--- src/rtl/wb_stage_reg.sv ---
// MEM/WB pipeline register with write-back source select, load extension and retired-write counter; 1-cycle latency, stall holds / flush clears.
// Optional EX-stage forwarding taps (fwd_rs1/2 -> fwd_hit1/2, fwd_data) are built only when WB_FWD_EN is defined.
module wb_stage_reg #(
    parameter int XLEN   = 32,
    parameter int REG_AW = 5,
    parameter int CNT_W  = 32
) (
    input  logic              cpu_clk,
    input  logic              cpu_rst,
    input  logic              mem_valid,
    input  logic [REG_AW-1:0] mem_rd,
    input  logic              mem_we,
    input  logic [1:0]        mem_wd_sel,
    input  logic [2:0]        mem_ld_type,
    input  logic [XLEN-1:0]   mem_pc4,
    input  logic [XLEN-1:0]   mem_aluc,
    input  logic [XLEN-1:0]   mem_dm,
    input  logic [XLEN-1:0]   mem_imm,
    input  logic              wb_stall,
    input  logic              wb_flush,
`ifdef WB_FWD_EN
    input  logic [REG_AW-1:0] fwd_rs1,
    input  logic [REG_AW-1:0] fwd_rs2,
    output logic              fwd_hit1,
    output logic              fwd_hit2,
    output logic [XLEN-1:0]   fwd_data,
`endif
    output logic              wb_valid,
    output logic              wb_we,
    output logic [REG_AW-1:0] wb_rd,
    output logic [XLEN-1:0]   wb_wdata,
    output logic [CNT_W-1:0]  wb_retired
);

    logic              valid_q, valid_d;
    logic              we_q, we_d;
    logic [REG_AW-1:0] rd_q, rd_d;
    logic [XLEN-1:0]   wdata_q, wdata_d;
    logic [CNT_W-1:0]  retired_q, retired_d;

    logic [7:0]        ld_byte;
    logic [15:0]       ld_half;
    logic [XLEN-1:0]   ld_val;
    logic [XLEN-1:0]   sel_val;

    always_comb begin
        case (mem_aluc[1:0])
            2'd0:    ld_byte = mem_dm[7:0];
            2'd1:    ld_byte = mem_dm[15:8];
            2'd2:    ld_byte = mem_dm[23:16];
            default: ld_byte = mem_dm[31:24];
        endcase
        // Misaligned halfwords are not trapped here: only off[1] picks the half.
        ld_half = mem_aluc[1] ? mem_dm[31:16] : mem_dm[15:0];

        case (mem_ld_type)
            3'b000:  ld_val = {{(XLEN-8){ld_byte[7]}}, ld_byte};
            3'b001:  ld_val = {{(XLEN-16){ld_half[15]}}, ld_half};
            3'b100:  ld_val = {{(XLEN-8){1'b0}}, ld_byte};
            3'b101:  ld_val = {{(XLEN-16){1'b0}}, ld_half};
            default: ld_val = mem_dm;
        endcase

        case (mem_wd_sel)
            2'b00:   sel_val = mem_pc4;
            2'b01:   sel_val = mem_aluc;
            2'b10:   sel_val = ld_val;
            default: sel_val = mem_imm;
        endcase
    end

    always_comb begin
        valid_d = valid_q;
        we_d    = we_q;
        rd_d    = rd_q;
        wdata_d = wdata_q;
        if (wb_flush) begin
            valid_d = 1'b0;
            we_d    = 1'b0;
            rd_d    = '0;
            wdata_d = '0;
        end else if (!wb_stall) begin
            valid_d = mem_valid;
            we_d    = mem_valid & mem_we & (mem_rd != '0);
            rd_d    = mem_rd;
            wdata_d = sel_val;
        end

        // A write commits when it leaves WB; a same-edge flush cannot undo it.
        retired_d = retired_q;
        if (we_q && !wb_stall)
            retired_d = retired_q + CNT_W'(1);
    end

    always_ff @(posedge cpu_clk) begin
        if (cpu_rst) begin
            valid_q   <= 1'b0;
            we_q      <= 1'b0;
            rd_q      <= '0;
            wdata_q   <= '0;
            retired_q <= '0;
        end else begin
            valid_q   <= valid_d;
            we_q      <= we_d;
            rd_q      <= rd_d;
            wdata_q   <= wdata_d;
            retired_q <= retired_d;
        end
    end

    assign wb_valid   = valid_q;
    assign wb_we      = we_q;
    assign wb_rd      = rd_q;
    assign wb_wdata   = wdata_q;
    assign wb_retired = retired_q;

`ifdef WB_FWD_EN
    assign fwd_hit1 = we_q & (rd_q == fwd_rs1);
    assign fwd_hit2 = we_q & (rd_q == fwd_rs2);
    assign fwd_data = wdata_q;
`endif

endmodule

--- config.mk ---
export PLATFORM = sky130hd
export DESIGN_NAME = wb_stage_reg
export DESIGN_NICKNAME = d
export VERILOG_FILES = /design/src/rtl/wb_stage_reg.sv
export SDC_FILE = /design/constraint.sdc
export NUM_CORES = 1
export LEC_CHECK = 0
export CAP_MARGIN = 0
export CORE_MARGIN = 2
export CORE_UTILIZATION = 35
export CTS_CLUSTER_DIAMETER = 50
export DETAILED_ROUTE_END_ITERATION = 10
export GPL_TIMING_DRIVEN = 1
export PLACE_DENSITY_LB_ADDON = 0.15
export SETUP_SLACK_MARGIN = 0.15
export SYNTH_ARGS = -nofsm -noshare
export SYNTH_HDL_FRONTEND = slang
export SYNTH_SLANG_ARGS = --single-unit
--- constraint.sdc ---
create_clock -name cpu_clk -period 5.55 [get_ports cpu_clk]
set_input_delay 1.11 -clock cpu_clk [delete_from_list [all_inputs] [get_ports cpu_clk]]
set_output_delay 1.11 -clock cpu_clk [all_outputs]
set_load 0.1 [all_outputs]
==> key figures, run 1 <==
Run status
  – Result of the run: complete, no violations

Pwr
  – Static leakage: 2.69 nW
  – Power density over cell area: 218 nW/µm²
  – Worst ir drop on vdd: 0.144 mV
  – Total chip power: 1.54 mW

Final layout
  – Count of filler cells inserted in the layout: 1,198
  – Combined area of the multi-input logic cells: 2770 µm²
  – Antenna cells: 0
  – Layout cell share with drive strength beyond 1: 6.49%
  – NumNets Final: 895
  – Signed area change from the synthesized netlist to the final layout: 56.3%
  – Most common cell after layout, fill and taps aside: sky130_fd_sc_hd__clkdlybuf4s50_1
  – Storage element area: 1420 µm²
  – Commonest cells after routing, fill and taps aside: sky130_fd_sc_hd__clkdlybuf4s50_1, sky130_fd_sc_hd__dfxtp_1, sky130_fd_sc_hd__nor2_1

Timing
  – Number of endpoints with negative hold slack in the final report: 0
  – Minimum hold slack: 0.464 ns
  – Final setup violation count: 0
  – Setup repair after global routing missed its margin: false
  – Worst Slack Setup Final: 2.23 ns
  – Final worst path period share: 59.7%
  – Worst clock skew: 0.00660 ns
  – Minimum clock period after layout: 3.32 ns
  – Transition time at the pin with the least slew margin: 1.26 ns
  – Worst slew slack as a fraction of its limit: 15.8%
  – Max-slew violations: 0
  – Setup TNS: 0 ns
  – Achievable Freq: 302 MHz

Clock tree
  – Total clock buffers created by CTS: 9
  – H-tree depth reported by CTS: 3
  – Clock Root Buffer: sky130_fd_sc_hd__clkbuf_16
  – Clock transition at path regs: 0.06 ns
  – Postcts setup bufs: 0
  – CTS tree: done
  – TritonCTS Sinks: 71
  – Clock insertion delay at the later pin of the skew report: 0.33 ns
  – Number of gates given a new drive strength after cts: 0
  – Clock Path Buffers: 2
  – Post-CTS Hold Buffers: 0

Route
  – Final routed wirelength across all metal layers: 15.2 mm
  – Routed WL per cell: 16.3 µm
  – Detailed-routing iteration count for the pre-antenna-repair pass: 5
  – Detailed-route vias per instance: 5.29
  – Drc violations: 0
  – Routed vias: 4,906
  – Post-detailed-route count of antenna-violating nets: 0
  – Initial DRC Count: 330

Setup path
  – Critical Path Start Type: input port
  – Internal reg-to-reg setup slack: 3.33 ns
  – Critical path capture point type: flip-flop
  – Worst endpoint required time: 5.81 ns
  – Critical Setup Path Class: in -> reg
  – Reg2Reg Depth: 5
  – Worst-path fanout max: 45
  – Worst path arrival time: 3.57 ns
  – Worst r2r dst: wb_retired[28]
  – Worst flop-to-flop path startpoint: wb_retired[0]

Global route
  – Antenna violations before repair: 0
  – Largest net degree at the start of global routing: 70
  – Total grt overflow: 0
  – Wire length of the first global-routing pass: 24.2 mm
  – Tot GR Track Use: 21.5%
  – Via count of the first global-routing pass: 4,800

Die
  – Die Height: 117 µm
  – Number of I/O pins: 215
  – Row cnt: 41
  – Area enclosed by the die boundary: 13,800 µm²
  – Starting density of the core: 35.8%
  – Area of the core: 12,600 µm²
  – Floorplan die width: 117 µm

Synthesis
  – EDFF count, synth: 0
  – Post-synthesis sequential element count: 71
  – Most frequently used flop master after synthesis: sky130_fd_sc_hd__dfxtp_1
  – Synth Cell Area: 4500 µm²
  – Count of unique library cells instantiated by Yosys: 47
  – Warnings, synthesis: 0
  – Portion of netlist area occupied by mux cells: 15.8%
  – Xor and xnor area share after synthesis: 2.14%
  – Synthesized area per cell: 7.95 µm²
  – Mapped Nets: 711
  – Post-synthesis share of cell area spent on and, or, nand and nor gates: 25.3%
  – Adder-cell share of the synthesized area: 0.278%
  – Cells taking the most area after synthesis: sky130_fd_sc_hd__dfxtp_1, sky130_fd_sc_hd__mux2i_1, sky130_fd_sc_hd__mux2_2, sky130_fd_sc_hd__nor2_1, sky130_fd_sc_hd__clkbuf_1
  – Combinational family with the most area after synthesis: simple AND/OR/NAND/NOR gates
  – Part of the Yosys area used for sequential elements: 31.6%
  – Post-synthesis cell count: 566
  – Cell type contributing the most total cell area after synthesis: sky130_fd_sc_hd__dfxtp_1
  – Async set-or-reset flop fraction in the synthesized netlist: 0%
  – Compound-cell area share of the yosys netlist: 18.0%
  – Area share of the largest cell type after synthesis: 31.6%

Placed design
  – Count of input and output buffers: 214
  – Post-place setup slack: 1.95 ns
  – Post-DP HPWL: 11.7 mm
  – Routability congestion estimate: 0.886

Worst hold path
  – HP Class: reg -> reg
  – Hold Path Stages: 2
  – Worst-case hold path end point: wb_wdata[8]
  – Worst min-delay path startpoint: wb_wdata[8]

Job
  – Count of max-cap constraint violations: 0
-- Yosys cell counts, drive strengths merged (2+ instances only) --
library cell	number
nor3	13
clkbuf	40
a21oi	22
mux2	21
o31ai	4
o211ai	8
inv	37
nand3	29
nand2b	17
xor2	5
and4	3
nor2b	21
o221ai	7
nor4	2
mux4	2
or3	6
nand2	29
buf	5
nor2	62
dfxtp	71
or4	7
and2	3
o22ai	8
a211oi	8
and3	16
a221oi	13
o21ai	16
a311oi	7
mux2i	43
nand4	7
xnor2	6
o311ai	13
a2bb2oi	3
-- through the flow --
stage	utilization (%)	cells	instance area, µm²
floorplan	-	566	4500
global placement	53.3	911	6700
detailed placement	53.3	911	6700
CTS	55.9	927	7030
global route	55.9	927	7030
finish	55.9	927	7030
-- flip-flops by register name, indices dropped and copies added, names as in the netlist --
signal      flops
wb_we           1
wb_retired     32
wb_rd           5
wb_valid        1
wb_wdata       32
-- cell families after synthesis --
family / Yosys count
adders and majority gates: 1
xor gates and xnor gates: 11
AOI/OAI and AO/OA: 114
and+or+nand+nor: 221
DFF: 71
buffers and inverters: 82
muxes: 66
-- how the worst max path moves through the flow --
stage	start	endpoint	slack [ns]
finish	cpu_rst	wb_wdata[19]	2.23
global route	cpu_rst	wb_wdata[18]	2.01
CTS	cpu_rst	wb_wdata[19]	2.30
detailed placement	mem_aluc[1]	wb_wdata[28]	1.95
global placement	mem_aluc[1]	wb_wdata[16]	2.07
floorplan	wb_retired[0]	wb_retired[28]	2.86
-- where the power goes --
part / leakage, nW / switching [mW] / internal, mW / total, mW
combinational: 1.95 / 0.203 / 0.163 / 0.366
sequential: 0.576 / 0.00713 / 0.522 / 0.530
clock: 0.158 / 0.239 / 0.400 / 0.639
total: 2.69 / 0.450 / 1.09 / 1.54
-- layout make-up --
| type | instances | share of cell area, % |
|---|---|---|
| inverter | 37 | 1.98 |
| tap | 172 | 3.06 |
| multi-input combinational | 413 | 39.4 |
| clock buffer | 9 | 3.20 |
| sequential | 71 | 20.2 |
| clock inverter | 7 | 1.50 |
| timing repair buffer | 218 | 30.7 |
-- layer usage --
| layer | part of all wire [%] | GRT usage [%] | routed length [µm] |
|---|---|---|---|
| met3 | 6.7 | 5.25 | 1010 |
| met4 | 1.9 | 6.10 | 283 |
| met1 | 41 | 25.8 | 6280 |
| met2 | 50 | 37.9 | 7580 |
| met5 | 0 | 0 | 0 |
-- worst max-delay path, cell delays in order --
cell,delay [ns]
sky130_fd_sc_hd__clkdlybuf4s50_1,0.40
sky130_fd_sc_hd__buf_4,0.27
sky130_fd_sc_hd__nor2_1,0.99
sky130_fd_sc_hd__and3_1,0.59
sky130_fd_sc_hd__nand2_1,0.12
sky130_fd_sc_hd__nand3_1,0.09
No activity file was read; power rests on OpenSTA's default activity.
==> inputs of run 2 (changes only) <==
Clock period 5.55 ns to 3.2 ns, I/O delays scaled along.
==> run 2 against run 1 <==
  * Non-clock buffer count is 5 higher
  * Sequential share of layout area up 0.41 points
  * Largest power group unchanged
  * Critical endpoint is now wb_wdata[29]
  * Flip-flop and latch count stayed put
  * Highest routed layer unchanged
==> key figures, run 2 (synthesized netlist as in run 1, its figures left out) <==
Timing
  – Number of endpoints with negative hold slack in the final report: 0 (unchanged)
  – Transition time at the pin with the least slew margin: 0.704 ns (-0.555 ns)
  – Final worst path period share: 78.3%
  – Worst clock skew: 0.00605 ns (-0.000548 ns)
  – Max-slew violations: 0 (unchanged)
  – Achievable Freq: 399 MHz
  – Worst slew slack as a fraction of its limit: 53.1% (+37 points)
  – Setup TNS: 0 ns (unchanged)
  – Worst Slack Setup Final: 0.694 ns (-1.54 ns)
  – Final setup violation count: 0 (unchanged)
  – Minimum clock period after layout: 2.51 ns
  – Setup repair after global routing missed its margin: false

Clock tree
  – Clock Path Buffers: 2 (unchanged)
  – H-tree depth reported by CTS: 3 (unchanged)
  – Post-CTS Hold Buffers: 0 (unchanged)
  – Total clock buffers created by CTS: 9 (unchanged)
  – Clock Root Buffer: sky130_fd_sc_hd__clkbuf_16
  – CTS tree: done
  – Number of gates given a new drive strength after cts: 0 (unchanged)
  – Clock transition at path regs: 0.06 ns (about the same)
  – Clock insertion delay at the later pin of the skew report: 0.34 ns (about the same)
  – Postcts setup bufs: 0 (unchanged)
  – TritonCTS Sinks: 71 (unchanged)

Setup path
  – Worst endpoint required time: 3.47 ns (-2.34 ns)
  – Worst flop-to-flop path startpoint: wb_retired[0]
  – Worst path arrival time: 2.77 ns (-0.80 ns)
  – Critical Setup Path Class: in -> reg
  – Internal reg-to-reg setup slack: 1.02 ns (-2.31 ns)
  – Worst-path fanout max: 23 (-49%)
  – Worst r2r dst: wb_retired[28]
  – Launch point of the critical path: cpu_rst
  – Critical path capture point type: flip-flop
  – Setup crit end: wb_wdata[29]
  – Reg2Reg Depth: 5 (unchanged)
  – Critical Path Start Type: input port

Final layout
  – Commonest cells after routing, fill and taps aside: sky130_fd_sc_hd__clkdlybuf4s50_1, sky130_fd_sc_hd__buf_4, sky130_fd_sc_hd__dfxtp_1
  – Most common cell after layout, fill and taps aside: sky130_fd_sc_hd__clkdlybuf4s50_1
  – Final standard cell count with taps included and fillers excluded: 932 (+0.54%)
  – Finished layout cell area: 6890 µm² (-2.0%)
  – Antenna cells: 0 (unchanged)
  – Layout cell share with drive strength beyond 1: 16.4% (+10 points)
  – NumNets Final: 900 (+0.56%)
  – Count of filler cells inserted in the layout: 1,194 (-0.33%)
  – Signed area change from the synthesized netlist to the final layout: 53.2%

Global route
  – Via count of the first global-routing pass: 5,046 (+5.1%)
  – Total grt overflow: 0 (unchanged)
  – Tot GR Track Use: 22.2% (+0.77 points)
  – Antenna violations before repair: 0 (unchanged)
  – Wire length of the first global-routing pass: 24.9 mm (+2.9%)
  – Largest net degree at the start of global routing: 72 (+2.9%)

Route
  – Detailed-routing iteration count for the pre-antenna-repair pass: 5 (unchanged)
  – Routed vias: 5,004 (+2.0%)
  – Initial DRC Count: 273 (-17%)
  – Detailed-route vias per instance: 5.37 (+1.5%)
  – Post-detailed-route count of antenna-violating nets: 0 (unchanged)
  – Routed WL per cell: 16.7 µm (+1.9%)
  – Drc violations: 0 (unchanged)
  – Final routed wirelength across all metal layers: 15.5 mm (+2.4%)

Placed design
  – Post-Place Cells: 916 (+0.55%)
  – Post-place setup slack: 0.347 ns (-1.61 ns)
  – Post-DP HPWL: 12.1 mm (+2.9%)
  – Count of input and output buffers: 214 (unchanged)
  – Routability congestion estimate: 0.930 (+4.9%)
  – Cell area reported after detailed placement: 6560 µm² (-2.1%)

Die
  – Floorplan die width: 117 µm (unchanged)
  – Area enclosed by the die boundary: 13,800 µm² (unchanged)
  – Number of I/O pins: 215 (unchanged)
  – Area of the core: 12,600 µm² (unchanged)
  – Die Height: 117 µm (unchanged)
  – Row cnt: 41 (unchanged)
  – Starting density of the core: 35.8% (unchanged)

Worst hold path
  – HP Class: reg -> reg

Pwr
  – Worst ir drop on vdd: 0.191 mV (+32%)
  – Total chip power: 2.69 mW (+75%)
  – Power density over cell area: 390 nW/µm² (+79%)
  – Static leakage: 2.85 nW (+6.3%)

Job
  – Count of max-cap constraint violations: 0 (unchanged)

Run status
  – Result of the run: complete, no violations
-- run 2: cell types whose count changed in the layout (fill, tap and decap cells not counted), sizes merged --
cell           delta
clkbuf            +1
buf              +76
clkdlybuf4s50    -71
clkinvlp          -1
-- run 2: critical path, cell delays in order --
cell                              delay, ns
sky130_fd_sc_hd__clkdlybuf4s50_1       0.51
sky130_fd_sc_hd__or2_2                 0.53
sky130_fd_sc_hd__nor2_1                0.39
sky130_fd_sc_hd__nand3b_1              0.46
sky130_fd_sc_hd__nand3_1               0.22
-- run 2: cell type report --
class	instances	area, µm²	share of cell area (%)
clock inverters	6	91.3	1.33
multi-input cells	413	2770	40.2
flip-flops and latches	71	1420	20.6
repair buffers	223	2020	29.3
inverters	37	139	2.02
clock buffers	10	239	3.47
well taps	172	215	3.12
-- run 2: routing by layer --
layer | part of all wire (%) | vias to the layer above | routed length [µm] | global-route usage (%)
li1 | - | 2429 | - | -
met1 | 41 | 2368 | 6350 | 25.8
met2 | 50 | 181 | 7760 | 39.5
met3 | 6.8 | 26 | 1050 | 5.06
met4 | 2.3 | 0 | 361 | 8.96
met5 | 0 | - | 0 | 0
-- run 2: worst min-delay path by stage --
| stage | start | end | slack [ns] | cells after the start |
|---|---|---|---|---|
| finish | wb_wdata[8] | wb_wdata[8] | 0.47 | 2 |
| global route | wb_wdata[14] | wb_wdata[14] | 0.50 | 2 |
| CTS | wb_wdata[8] | wb_wdata[8] | 0.48 | 2 |
| detailed placement | wb_wdata[8] | wb_wdata[8] | 0.47 | 2 |
| global placement | wb_wdata[2] | wb_wdata[2] | 0.46 | 2 |
| floorplan | mem_dm[29] | wb_wdata[29] | 0.75 | 2 |
-- run 2: where the power goes --
group	switching, mW	internal [mW]	leakage, nW
Clock	0.422	0.710	0.163
Sequential	0.0125	0.906	0.576
Combinational	0.357	0.279	2.11
-- run 2: through the flow --
step / util (%) / hold slack, ns
floorplan: - / 0.749
global placement: 52.2 / 0.460
detailed placement: 52.2 / 0.468
CTS: 54.8 / 0.477
global route: 54.8 / 0.497
finish: 54.8 / 0.471
